<file path="config.mk">
export PLATFORM = sky130hd
export DESIGN_NAME = sp_ram_arbiter
export DESIGN_NICKNAME = d
export VERILOG_FILES = /design/src/rtl/sp_ram_arbiter.sv
export SDC_FILE = /design/constraint.sdc
export NUM_CORES = 1
export LEC_CHECK = 0
export BUFFER_PORTS_ARGS = -buffer_cell sky130_fd_sc_hd__buf_2
export CAP_MARGIN = 20
export CORE_ASPECT_RATIO = 1.5
export CORE_UTILIZATION = 35
export DETAILED_ROUTE_END_ITERATION = 7
export GPL_TIMING_DRIVEN = 0
export PLACE_DENSITY = 0.78
export SYNTH_ARGS = -nofsm -noshare
export SYNTH_HDL_FRONTEND = slang
export SYNTH_SLANG_ARGS = --single-unit
</file>
<file path="constraint.sdc">
create_clock -name CLK -period 2.2 [get_ports CLK]
set_clock_uncertainty 0.1 [all_clocks]
set_input_delay 0.33 -clock CLK [delete_from_list [all_inputs] [get_ports CLK]]
set_output_delay 0.33 -clock CLK [all_outputs]
set_load 0.005 [all_outputs]
</file>
<file path="src/rtl/sp_ram_arbiter.sv">
// Round-robin, burst-limited arbiter/sequencer for one single-port synchronous RAM.
// Define ARB_FIXED_PRIO_EN to give port 0 strict priority instead.
module sp_ram_arbiter #(
    parameter int AW        = 6,
    parameter int DW        = 16,
    parameter int MAX_BURST = 4
) (
    input  logic                               CLK,
    input  logic                               RST_N,
    input  logic                               req0,
    input  logic                               we0,
    input  logic [AW-1:0]                      addr0,
    input  logic [DW-1:0]                      wdata0,
    output logic                               gnt0,
    output logic                               rvalid0,
    output logic [DW-1:0]                      rdata0,
    input  logic                               req1,
    input  logic                               we1,
    input  logic [AW-1:0]                      addr1,
    input  logic [DW-1:0]                      wdata1,
    output logic                               gnt1,
    output logic                               rvalid1,
    output logic [DW-1:0]                      rdata1,
    output logic                               ram_en,
    output logic                               ram_we,
    output logic [AW-1:0]                      ram_addr,
    output logic [DW-1:0]                      ram_di,
    input  logic [DW-1:0]                      ram_do,
    output logic [1:0]                         dbg_state_o,
    output logic [$clog2(MAX_BURST+1)-1:0]     dbg_burst_o
);
    // Handshake: a transfer on port k happens in any cycle where reqk & gntk is
    // high at the rising edge; the requester holds its command until then.
    localparam int            CW    = $clog2(MAX_BURST + 1);
    localparam logic [CW-1:0] MAX_C = CW'(MAX_BURST);

    typedef enum logic [1:0] {IDLE = 2'd0, OWN0 = 2'd1, OWN1 = 2'd2} state_t;

    state_t        state_q, state_d;
    logic [CW-1:0] burst_q, burst_d;
    logic          last_q, last_d;
    logic          en_q, we_q, tag_q, rv0_q, rv1_q;
    logic [AW-1:0] addr_q;
    logic [DW-1:0] di_q;
    logic          g0, g1;

    always_comb begin
        g0 = 1'b0;
        g1 = 1'b0;
`ifdef ARB_FIXED_PRIO_EN
        g0 = req0;
        g1 = req1 & ~req0;
`else
        case (state_q)
            OWN0: begin
                if (req0 && (burst_q < MAX_C || !req1)) g0 = 1'b1;
                else if (req1)                          g1 = 1'b1;
            end
            OWN1: begin
                if (req1 && (burst_q < MAX_C || !req0)) g1 = 1'b1;
                else if (req0)                          g0 = 1'b1;
            end
            default: begin
                // On a tie the port that did not transfer last wins.
                if (req0 && (!req1 || last_q)) g0 = 1'b1;
                else if (req1)                 g1 = 1'b1;
            end
        endcase
`endif
        if (!RST_N) begin
            g0 = 1'b0;
            g1 = 1'b0;
        end
    end

    always_comb begin
        state_d = IDLE;
        burst_d = '0;
        last_d  = last_q;
        if (g0 || g1) begin
            state_d = g1 ? OWN1 : OWN0;
            last_d  = g1;
            if (state_q == state_d)
                burst_d = (burst_q == MAX_C) ? MAX_C : burst_q + CW'(1);
            else
                burst_d = CW'(1);
        end
    end

    always_ff @(posedge CLK) begin
        if (!RST_N) begin
            state_q <= IDLE;
            burst_q <= '0;
            last_q  <= 1'b1;
            en_q    <= 1'b0;
            we_q    <= 1'b0;
            addr_q  <= '0;
            di_q    <= '0;
            tag_q   <= 1'b0;
            rv0_q   <= 1'b0;
            rv1_q   <= 1'b0;
        end else begin
            state_q <= state_d;
            burst_q <= burst_d;
            last_q  <= last_d;
            rv0_q   <= en_q & ~we_q & ~tag_q;
            rv1_q   <= en_q & ~we_q &  tag_q;
            if (g0 || g1) begin
                en_q   <= 1'b1;
                we_q   <= g1 ? we1 : we0;
                addr_q <= g1 ? addr1 : addr0;
                di_q   <= g1 ? wdata1 : wdata0;
                tag_q  <= g1;
            end else begin
                en_q <= 1'b0;
                we_q <= 1'b0;
            end
        end
    end

    assign gnt0        = g0;
    assign gnt1        = g1;
    assign ram_en      = en_q;
    assign ram_we      = we_q;
    assign ram_addr    = addr_q;
    assign ram_di      = di_q;
    assign rvalid0     = rv0_q;
    assign rvalid1     = rv1_q;
    assign rdata0      = ram_do;
    assign rdata1      = ram_do;
    assign dbg_state_o = state_q;
    assign dbg_burst_o = burst_q;
endmodule

</file>
Word level (Yosys, flattened, before mapping)
Index checks and enable logic that the tools add are counted.
- add/subtract/negate cells: 1
- order comparisons: 1
- eq/ne operators: 4
- muxes and demuxes: 19
- bitwise operators: 8
- reductions and logical operators: 12
- operators with widths (operator ; number):
    two-way mux 16 bit ; 1
    two-way mux 1 bit ; 13
    two-way mux 6 bit ; 1
    inverter 1 bit ; 5
    logical OR 1 bit ; 4
    case mux 1 bit (2 select lines) ; 2
    OR reduction 4 bit ; 1
    adder 3 x 1 -> 3 bit, second input constant ; 1
    AND 1 bit ; 3
    equality test 3 bit, second input constant ; 1
    logical AND 1 bit ; 3
    less-than comparator 3 bit, second input constant ; 1
    two-way mux 3 bit ; 1
    AND reduction 3 bit ; 1
    equality test 2 x 1 -> 1 bit, second input constant ; 1
    equality test 2 bit ; 1
    equality test 2 bit, second input constant ; 1
    logical NOT 1 bit ; 2
    two-way mux 2 bit ; 1
    AND reduction 2 bit ; 1
- bits in registers: 33
- bits of input ports: 66
- output and inout bits: 65
- word-level logic and storage cells: 57

Longest topological paths before layout
- depth after elaboration: 10
- depth in mapped cells: 9
- gate-level depth less buffers: 7

Worst setup path after synthesis
No wires, ideal clock.
- kind: register to register
- start: reg state_q[0] (netlist: dbg_state_o[0])
- end: reg di_q[11] (netlist: ram_di[11])
- setup time: 0.059 ns
- arrival: 2.140 ns
- data required time: 2.041 ns
- slack: -0.100 ns
- cell stages (with the launch flop): 10
- path buffers: 2
- clock period less this slack: 2.300 ns
- path through: dfxtp_1 -> inv_1 -> ha_1 -> buf_2 -> or4b_4 -> nor2b_4 -> a221oi_4 -> buf_6 -> and2_1 -> a221o_1
- word-level cells in the longest chain between the ends: 4
- elaborated cells between the ends (all ways): 8
- classes of those cells: 2 x eq/ne; 5 x mux; 1 x reduce/logical
- ends and longest elaborated chain (element ; RTL line ; RTL):
    start, declared ; 39 ; state_t state_q, state_d;
    start signal, assigned ; 103 ; state_q <= state_d;
    equality test 2 bit or equality test 2 x 1 -> 1 bit (tied branches) ; 54 ; case (state_q)
    case mux 1 bit (2 select lines) ; 54 ;
    two-way mux 1 bit ; 70 ; if (!RST_N) begin
    two-way mux 16 bit or logical OR 1 bit (tied branches) ; 112, 108 ;
    end signal, assigned ; 112 ; di_q <= g1 ? wdata1 : wdata0;
    end, declared ; 44 ; logic [DW-1:0] di_q;
Parallel ways exist; a longest one is shown, timed or not.
A chain may end at the register's enable or synchronous reset.

Worst setup path after layout
- start: reg state_q[0] (netlist: dbg_state_o[0])
- end: out gnt0
- word-level cells in the longest chain between the ends: 3
- elaborated cells between the ends (all ways): 4
- classes of those cells: 2 x eq/ne; 2 x mux
- ends and longest elaborated chain (element ; RTL line ; RTL):
    equality test 2 bit or equality test 2 x 1 -> 1 bit (tied branches) ; 54 ;
    case mux 1 bit (2 select lines) * ; 54 ;
    two-way mux 1 bit * ; 70 ;
    end, declared ; 14 ; output logic gnt0,
Every way passes the cells marked *; elsewhere a longest branch is shown, timed or not.

==> results_dict.tcl <==
set metrics [dict create \
    critical_path.startpoint "dbg_state_o[0]$_SDFF_PN0_" \
    antenna_found_initial 0 \
    dp_hpwl_mm 3.26 \
    slew_headroom 0.777 \
    diodes 0 \
    setup_viol 17 \
    grt_setup_unrepaired "yes" \
    instances_no_fill 362 \
    clk_path_buf_depth 2 \
    violations "setup timing" \
    grt_max_degree 11 \
    htree_levels 2 \
    die_area_mm2 0.00505 \
    ant_nets 0 \
    start_util 0.367 \
    tightest_slew_ns 0.334 \
    crit_path_top_delay_cell "or4b_4" \
    pre_cts_ws_ns -0.396 \
    slew_viol_final 0 \
    die_x_um 58.4 \
    hold_viol_final 0 \
    routabilityCongestion 0.755 \
    switching_share 0.282 \
    clock_power_share 0.259 \
    crit_required_ns 1.77 \
    drc_errors 0 \
    rows 30 \
    crit_chain "buf_6, ha_4, or4b_4, nand4_1, nor2_1, buf_2" \
    grt_pass1_vias 1535 \
    maxCapViolCount 0 \
    ys_top_cells_by_count "dfxtp_1, buf_4, a221o_1, and2_1, nor2_1" \
    portBuffers 114 \
    r2r_start "dbg_state_o[0]$_SDFF_PN0_" \
    grtUsageTotal 0.176 \
    yosysTopAreaCell "dfxtp_1" \
    holdCritPathClass "in -> reg" \
    syn_area_mm2 0.00167 \
    internal-power_mw 1.28 \
    critPathMaxStageDelay_ns 0.53 \
    ys.flop_type "dfxtp_1" \
    synth_top_area_frac 0.396 \
    clkSinkCount 33 \
    placeableCoreArea_mm2 0.00454 \
    synth.area.top_cells "dfxtp_1, buf_4, a221o_1" \
    ir_drop_uv 456 \
    path_clk_slew_ns 0.06 \
    yosysSeqAreaShare 0.396 \
    finalInstanceArea_mm2 0.00263 \
    worst_setup_path_end_kind "output port" \
    fmax_mhz 447 \
    p_switching_mw 0.501 \
    viasPerCell 4.66 \
    arrival_ns 1.81 \
    synth_edf_count 0 \
    routedWlPerCell_um 12.4 \
    critPathKind "reg -> out" \
    fin_crit_sh 1.02 \
    drive_gt1_frac 0.674 \
    clk_root_buffer_cell "clkbuf_8" \
    syn2layout_area_growth_pct 57.6 \
    clk-insertion-delay-late_ns 0.28 \
    ys_async_sr_fraction 0 \
    syn_nets 237 \
    status "finished, violations left" \
    hold_ws_ns 0.161 \
    dp.cells 345 \
    cts-hold-fix-buffers 0 \
    ys_seq_elements 33 \
    grt_pass1_wl_mm 6.80 \
    postLayoutCoreUtil 0.579 \
    synth_cells 167 \
    min_period_ns 2.24 \
    finalWorstSetupSlack_ns -0.0363 \
    p_comb_frac 0.328 \
    r2r_slack_ns -0.03 \
    p_seq_frac 0.413 \
    firstDrtPassIters 4 \
    vias 1687 \
    post_dp_cell_area_mm2 0.00235 \
    p_per_area_mw_per_mm2 676 \
    die_y_um 86.6 \
    cts_tree "built" \
    drtIter0Drc 21 \
    power_mw 1.78 \
    fin_tns_setup_ns -0.240 \
    path_max_fanout 5 \
    yosys_warnings 0 \
    finalNetCount 368 \
    io_pins 131 \
    p_leak_nw 1.38 \
    hold_path.startpoint "wdata0[12]" \
    drt_wl_total_mm 4.49 \
    ys_types 34 \
    yosysMostFrequentCell "dfxtp_1" \
    syn_area_per_cell_um2 9.99 \
    startpoint_type "register" \
    cts-buffers-inserted 5 \
    grt-ovfl-total 0 \
]
==> kinds of logic after synthesis <==
logic type | share of synthesized area
adder cells (fa/ha/maj) | 0.0300
multiplexers | 0.00600
flip-flops | 0.396
AND/OR/NAND/NOR | 0.166
buffers and inverters | 0.187
AO/OA/AOI/OAI | 0.215
==> metal layers <==
| layer | vias up | GRT usage | wire length, um |
|---|---|---|---|
| met3 | 6 | 0.0388 | 291 |
| met4 | 0 | 0.0779 | 87 |
| met1 | 778 | 0.190 | 1630 |
| met2 | 75 | 0.322 | 2480 |
| li1 | 828 | - | - |
| met5 | - | 0 | 0 |
==> power by group through the flow <==
stage | Clock, mW | Sequential (mW) | Combinational [mW]
2_1_floorplan | 0 | 0.746 | 0.278
3_3_place_gp | 0 | 0.738 | 0.481
3_5_place_dp | 0 | 0.739 | 0.491
4_1_cts | 0.473 | 0.731 | 0.578
5_1_grt | 0.503 | 0.745 | 0.632
6_report | 0.460 | 0.735 | 0.584
==> layout by cell type, fill, tap and decap left out, types with 2 or more instances in the layout <==
cell,instances
nand3b_1,2
buf_6,9
a21oi_1,3
buf_2,114
a221o_1,22
clkbuf_2,2
dfxtp_1,31
a21o_1,2
buf_4,38
nand2_1,4
dfxtp_4,2
ha_4,2
and2_1,4
and2_4,18
nor2_1,7
clkbuf_8,6
inv_1,5
ha_1,2
==> final timing paths <==
kind	cells after the start	endpoint
min	2	ram_di[12]$_SDFFE_PN0N_
max	6	gnt0
min reg2reg	1	rvalid0$_SDFF_PN0_
max reg2reg	9	ram_di[13]$_SDFFE_PN0N_
==> sequential cells by signal, summed over array words and instances (netlist names), 2 cells and up <==
name and flops:
dbg_burst_o 3, dbg_state_o 2, ram_addr 6, ram_di 16
==> layout make-up <==
cell class | instances | area [um^2]
fillers | 413 | 1910
multi-input cells | 88 | 800
clock buffers | 7 | 86.3
flip-flops and latches | 33 | 668
plain buffers | 38 | 289
repair buffers | 125 | 678
well taps | 64 | 80.1
inverters | 7 | 28.8
==> repair_timing <==
action                                  in CTS  in global routing
gates cloned                                 2                  0
buffers inserted                             9                  0
endpoints found under the setup margin      24                 25
gates resized for setup                     32                  9
endpoints found under the hold margin        0                  0
pin swaps                                   19                 10
==> worst max-delay path, delay by kind of cell, from the launching register on <==
family	cells	cell delay, ns
adders and majority gates	1	0.16
buffers and inverters	2	0.26
DFF	1	0.36
and+or+nand+nor	3	0.74
Note: power is estimated with default switching activity, not from simulation.
